--- src/rtl/stack_if.sv ---
// Handshake/data bundle between a stack client (master) and stack_ctrl (slave).
interface stack_if #(
  parameter int WIDTH = 8,
  parameter int DEPTH = 4
);
  localparam int CW = $clog2(DEPTH + 1);

  logic             push;
  logic             pop;
  logic             clear;
  logic [WIDTH-1:0] data_in;
  logic [WIDTH-1:0] data_out;
  logic             data_valid;
  logic [WIDTH-1:0] top;
  logic [CW-1:0]    count;
  logic             empty;
  logic             full;
  logic             almost_full;
  logic             overflow;
  logic             underflow;

  modport master (
    output push, pop, clear, data_in,
    input  data_out, data_valid, top, count, empty, full, almost_full,
           overflow, underflow
  );

  modport slave (
    input  push, pop, clear, data_in,
    output data_out, data_valid, top, count, empty, full, almost_full,
           overflow, underflow
  );
endinterface

--- src/rtl/stack_ctrl.sv ---
// DEPTH-entry LIFO with occupancy count, almost-full threshold, replace-top,
// empty bypass, synchronous flush, combinational peek and sticky error flags.
module stack_ctrl #(
  parameter int WIDTH    = 8,
  parameter int DEPTH    = 4,
  parameter int AF_LEVEL = DEPTH - 1
) (
  input  logic    clk,
  input  logic    rst,
  stack_if.slave  bus
);
  localparam int CW = $clog2(DEPTH + 1);
  // Index width: only needs to address entries 0..DEPTH-1.
  localparam int AW = (DEPTH > 1) ? $clog2(DEPTH) : 1;

  logic [WIDTH-1:0] r_mem [DEPTH];
  logic [CW-1:0]    r_count;
  logic [WIDTH-1:0] r_data_out;
  logic             r_data_valid;
  logic             r_overflow;
  logic             r_underflow;

  logic             w_empty;
  logic             w_full;
  logic             w_almost_full;
  logic [AW-1:0]    w_top_idx;
  logic [AW-1:0]    w_wr_idx;
  logic             w_wr_en;
  logic [WIDTH-1:0] w_top;

  assign w_empty       = (r_count == '0);
  assign w_full        = (r_count == CW'(DEPTH));
  assign w_almost_full = (r_count >= CW'(AF_LEVEL));

  // count-1 is only meaningful when not empty; the peek is gated below.
  assign w_top_idx = AW'(r_count - CW'(1));
  assign w_top     = w_empty ? '0 : r_mem[w_top_idx];

  // A write lands either in the next free slot (push only, room left) or on
  // top of the current top entry (replace-top). Bypass never touches storage.
  assign w_wr_en  = bus.push && !bus.clear &&
                    (bus.pop ? !w_empty : !w_full);
  assign w_wr_idx = bus.pop ? w_top_idx : AW'(r_count);

  // Storage write; contents are deliberately not reset.
  always_ff @(posedge clk) begin
    if (!rst && w_wr_en) begin
      r_mem[w_wr_idx] <= bus.data_in;
    end
  end

  // Occupancy, popped-word register and sticky error flags.
  always_ff @(posedge clk) begin
    if (rst) begin
      r_count      <= '0;
      r_data_out   <= '0;
      r_data_valid <= 1'b0;
      r_overflow   <= 1'b0;
      r_underflow  <= 1'b0;
    end else begin
      r_data_valid <= 1'b0;
      if (bus.clear) begin
        r_count     <= '0;
        r_overflow  <= 1'b0;
        r_underflow <= 1'b0;
      end else begin
        case ({bus.push, bus.pop})
          2'b10: begin
            if (w_full) begin
              r_overflow <= 1'b1;
            end else begin
              r_count <= r_count + CW'(1);
            end
          end
          2'b01: begin
            if (w_empty) begin
              r_underflow <= 1'b1;
            end else begin
              r_data_out   <= w_top;
              r_data_valid <= 1'b1;
              r_count      <= r_count - CW'(1);
            end
          end
          2'b11: begin
            // Replace-top returns the old top; on empty the word passes through.
            r_data_out   <= w_empty ? bus.data_in : w_top;
            r_data_valid <= 1'b1;
          end
          default: begin
          end
        endcase
      end
    end
  end

  assign bus.data_out    = r_data_out;
  assign bus.data_valid  = r_data_valid;
  assign bus.top         = w_top;
  assign bus.count       = r_count;
  assign bus.empty       = w_empty;
  assign bus.full        = w_full;
  assign bus.almost_full = w_almost_full;
  assign bus.overflow    = r_overflow;
  assign bus.underflow   = r_underflow;
endmodule

--- src/flat_wrapper.sv ---
// flat-port wrapper written by rule: the top's interface ports become plain ports
module stack_ctrl_flat 
#(
  parameter int WIDTH    = 8,
  parameter int DEPTH    = 4,
  parameter int AF_LEVEL = DEPTH - 1
)
  (clk, rst, bus_push, bus_pop, bus_clear, bus_data_in, bus_data_out, bus_data_valid, bus_top, bus_count, bus_empty, bus_full, bus_almost_full, bus_overflow, bus_underflow);
  stack_if #(.WIDTH(WIDTH), .DEPTH(DEPTH)) bus_i ();
  input  logic clk;
  input  logic rst;
  input wire logic [$bits(bus_i.push)-1:0] bus_push;
  input wire logic [$bits(bus_i.pop)-1:0] bus_pop;
  input wire logic [$bits(bus_i.clear)-1:0] bus_clear;
  input wire logic [$bits(bus_i.data_in)-1:0] bus_data_in;
  output wire logic [$bits(bus_i.data_out)-1:0] bus_data_out;
  output wire logic [$bits(bus_i.data_valid)-1:0] bus_data_valid;
  output wire logic [$bits(bus_i.top)-1:0] bus_top;
  output wire logic [$bits(bus_i.count)-1:0] bus_count;
  output wire logic [$bits(bus_i.empty)-1:0] bus_empty;
  output wire logic [$bits(bus_i.full)-1:0] bus_full;
  output wire logic [$bits(bus_i.almost_full)-1:0] bus_almost_full;
  output wire logic [$bits(bus_i.overflow)-1:0] bus_overflow;
  output wire logic [$bits(bus_i.underflow)-1:0] bus_underflow;
  assign bus_i.push = bus_push;
  assign bus_i.pop = bus_pop;
  assign bus_i.clear = bus_clear;
  assign bus_i.data_in = bus_data_in;
  assign bus_data_out = bus_i.data_out;
  assign bus_data_valid = bus_i.data_valid;
  assign bus_top = bus_i.top;
  assign bus_count = bus_i.count;
  assign bus_empty = bus_i.empty;
  assign bus_full = bus_i.full;
  assign bus_almost_full = bus_i.almost_full;
  assign bus_overflow = bus_i.overflow;
  assign bus_underflow = bus_i.underflow;
  stack_ctrl #(.WIDTH(WIDTH), .DEPTH(DEPTH), .AF_LEVEL(AF_LEVEL)) u_core (.clk(clk), .rst(rst), .bus(bus_i));
endmodule
--- config.mk ---
export PLATFORM = sky130hd
export DESIGN_NAME = stack_ctrl_flat
export DESIGN_NICKNAME = d
export VERILOG_FILES = /design/src/rtl/stack_if.sv /design/src/rtl/stack_ctrl.sv /design/src/flat_wrapper.sv
export SDC_FILE = /design/constraint.sdc
export NUM_CORES = 1
export LEC_CHECK = 0
export ABC_CLOCK_PERIOD_IN_PS = 5700
export BUFFER_PORTS_ARGS = -buffer_cell sky130_fd_sc_hd__buf_2
export CAP_MARGIN = 10
export CORE_MARGIN = 2
export CORE_UTILIZATION = 40
export CTS_BUF_LIST = sky130_fd_sc_hd__clkbuf_2
export CTS_CLUSTER_DIAMETER = 100
export DETAILED_ROUTE_END_ITERATION = 7
export PLACE_DENSITY = 0.71
export SYNTH_ARGS = -nofsm -noshare
export SYNTH_HDL_FRONTEND = slang
export SYNTH_SLANG_ARGS = --single-unit
export TNS_END_PERCENT = 5
--- constraint.sdc ---
create_clock -name clk -period 5.7 [get_ports clk]
set_clock_uncertainty 0.2 [all_clocks]
set_input_delay 1.14 -clock clk [delete_from_list [all_inputs] [get_ports clk]]
set_output_delay 1.14 -clock clk [all_outputs]
set_load 0.01 [all_outputs]
==> impl_metrics.env <==
export IMPL_end_kind="primary output"
export IMPL_grt_overflow_total=0
export IMPL_post_cts_buffers=0
export IMPL_drtIter0Drc=146
export IMPL_yosysSeqAreaShare_pct=59.7
export IMPL_synth_cell_type_count=38
export IMPL_die_w_um=76.1
export IMPL_rsz0062_at_grt="false"
export IMPL_avgSynthCellArea_um2=12.3
export IMPL_drv_cap=0
export IMPL_area_growth_pct=12.8
export IMPL_hold_violations=0
export IMPL_rr_worst_depth=6
export IMPL_setup_ws_ns=1.38
export IMPL_synth_top_area_share_pct=46.2
export IMPL_grt_max_degree=21
export IMPL_n_antenna_cell=0
export IMPL_place_ws_ns=1.89
export IMPL_r2r_end="u_core.r_mem[0][2]"
export IMPL_grt_pass1_vias=1339
export IMPL_antenna_left=0
export IMPL_clock_fmax_mhz=231
export IMPL_synthCells=169
export IMPL_rows=26
export IMPL_cp_start_kind="flop"
export IMPL_hold_path_class="flop to flop"
export IMPL_cts_root_buffer="clkbuf_2"
export IMPL_cp_num_buf_inv=2
export IMPL_finalSetupViolations=0
export IMPL_die_area_mm2=0.00579
export IMPL_ys_flop_type="edfxtp_1"
export IMPL_path_delay_family="adder cells"
export IMPL_worst_path_stages=5
export IMPL_critical_path_max_stage_delay_ns=1.01
export IMPL_ctsHoldBuffers=0
export IMPL_die_h_um=76.1
export IMPL_cts_resized_gates=0
export IMPL_tightest_slew_ns=1.00
export IMPL_synth_simple_area_share_pct=11.5
export IMPL_yosys_top_cells_count="32 x edfxtp_1, 22 x nand2_1, 16 x mux2i_1"
export IMPL_critical_path_class="flop to primary output"
export IMPL_clkLatencyLatePin_ns=0.42
export IMPL_firstDrtPassIters=4
export IMPL_synth_edf_count=32
export IMPL_htreeDepth=2
export IMPL_relSlewSlack_pct=33.3
export IMPL_fin_cells=279
export IMPL_clock_sinks=46
export IMPL_synth_seq_cells=46
export IMPL_viasPerCell=5.25
export IMPL_whs_ns=0.268
export IMPL_wl_um=4540
export IMPL_required_ns=4.36
export IMPL_ys_warn_count=0
export IMPL_routabilityCongestion=0.763
export IMPL_boundaryPins=38
export IMPL_dr_total_vias=1466
export IMPL_p_leak_uw=0.000913
export IMPL_register_area_mm2=0.00124
export IMPL_synth_nets=186
export IMPL_drive_above_1_share_pct=26.8
export IMPL_rr_startpoint="u_core.bus.count[0]"
export IMPL_wl_per_cell_um=16.3
export IMPL_setup_tns_ns=0
export IMPL_antenna_found_initial=0
export IMPL_maxSlewViolCount=0
export IMPL_yosysTopAreaCell="edfxtp_1"
export IMPL_initial_core_util_pct=41.0
export IMPL_synthArstFlopShare_pct=0
export IMPL_path_cells="inv_1, ha_1, mux2i_1, o22ai_1, buf_2"
export IMPL_yosysMostFrequentCell="edfxtp_1"
export IMPL_r2r_slack_ns=2.19
export IMPL_outcome="complete, no violations"
export IMPL_synth_top_family_by_area="compound AO/OA/AOI/OAI gates"
export IMPL_ys_top_cells_by_area="edfxtp_1 46%, dfxtp_1 13%, mux2i_1 7.7%"
export IMPL_ir_drop_mv=0.164
export IMPL_crit_start="u_core.bus.count[0]"
export IMPL_post_place_cells=271
export IMPL_fill_cells=491
export IMPL_cts_path_max_buffers=2
export IMPL_post_route_util_pct=46.2
export IMPL_arrival_ns=2.98
export IMPL_synth_compound_gate_area_share_pct=13.9
export IMPL_core_mm2=0.00507
export IMPL_critPathCapture="bus_top[4]"
export IMPL_drc=0
export IMPL_cts_tree="done"
export IMPL_grt_pass1_wl_um=7070
export IMPL_hpwl_um=2950
export IMPL_cts_buffers=5
export IMPL_syn_area_mm2=0.00208
export IMPL_period_needed_ns=4.32
export IMPL_synth_xor_area_share_pct=0.843
export IMPL_power_density_mw_per_mm2=244
export IMPL_cp_max_fo=20
export IMPL_synth_fa_ha_area_share_pct=2.41
export IMPL_grtUsageTotal_pct=15.8
export IMPL_port_buffer_count=37
export IMPL_multiInputGateArea_um2=756
export IMPL_min_period_over_period_pct=75.8
export IMPL_path_clk_slew_ns=0.26
export IMPL_final_nets=225
export IMPL_slowest_stage="ha_1"
export IMPL_synthMuxAreaShare_pct=7.71
[cells by family after synthesis]
| kind of cell | after synthesis |
|---|---|
| XOR/XNOR | 2 |
| AND/OR/NAND/NOR | 47 |
| flip-flops | 46 |
| adder cells (fa/ha/maj) | 4 |
| AO/OA/AOI/OAI | 41 |
| multiplexers | 16 |
| buffers and inverters | 13 |
[placed cells by master, fill, tap and decap left out, drive strengths merged, types with 2 or more instances in the layout]
cell type   n
buf        37
edfxtp     32
nand2      24
mux2i      16
dfxtp      14
nor2       12
o21ai      10
o22ai      10
a2bb2oi     8
inv         7
clkbuf      6
a21oi       4
ha          4
nor3        4
clkinv      3
a31oi       2
nand2b      2
[how the worst min path moves through the flow]
stage | endpoint | cells past startpoint | startpoint | slack [ns]
2_1_floorplan | u_core.bus.data_out[0] | 2 | u_core.bus.data_out[0] | 0.28
3_3_place_gp | u_core.bus.data_out[1] | 2 | u_core.bus.data_out[1] | 0.24
3_5_place_dp | u_core.bus.data_out[1] | 2 | u_core.bus.data_out[1] | 0.25
4_1_cts | u_core.bus.data_out[1] | 2 | u_core.bus.data_out[1] | 0.27
5_1_grt | u_core.bus.data_out[2] | 2 | u_core.bus.data_out[2] | 0.30
6_report | u_core.bus.data_out[1] | 2 | u_core.bus.data_out[1] | 0.27
[flip-flops by register name, summed over array words and instances, names as in the netlist]
signal and flops:
u_core.bus.count 3, u_core.bus.data_out 8, u_core.bus.data_valid 1, u_core.bus.overflow 1
u_core.bus.underflow 1, u_core.r_mem 32
[power breakdown]
| part | leakage, µW | switching [µW] | internal (µW) | total (µW) |
|---|---|---|---|---|
| registers | 0.000403 | 3.72 | 364 | 367 |
| clock network | 0.0000330 | 109 | 32.5 | 141 |
| logic | 0.000477 | 39.3 | 24.3 | 63.6 |
| total | 0.000913 | 152 | 420 | 572 |
[worst min-delay path: cells and delay by family, from the launching register on]
kind | cells | cell delay, ns
AND/OR/NAND/NOR | 1 | 0.05
flip-flops | 1 | 0.36
AO/OA/AOI/OAI | 1 | 0.05
[per-stage QoR]
step | instance area (µm²) | total power (µW)
after detailed placement | 2300 | 438
after CTS | 2340 | 576
after floorplan | 2080 | 415
after global placement | 2300 | 437
after global routing | 2340 | 595
final | 2340 | 572
[routing by layer]
layer / GRT usage (%) / wire length [µm]
met3: 4.38 / 310
met4: 4.73 / 70
met2: 24.9 / 2090
met5: 0 / 0
met1: 21.6 / 2080
[final cells by class]
cell class	instances	area share, %
Clock buffer	6	1.28
Clock inverter	2	0.587
Inverter	8	1.28
Multi-Input combinational cell	110	32.2
Sequential cell	46	53.0
Tap cell	70	3.74
Timing Repair Buffer	37	7.90
No activity file was read; power rests on OpenSTA's default activity.
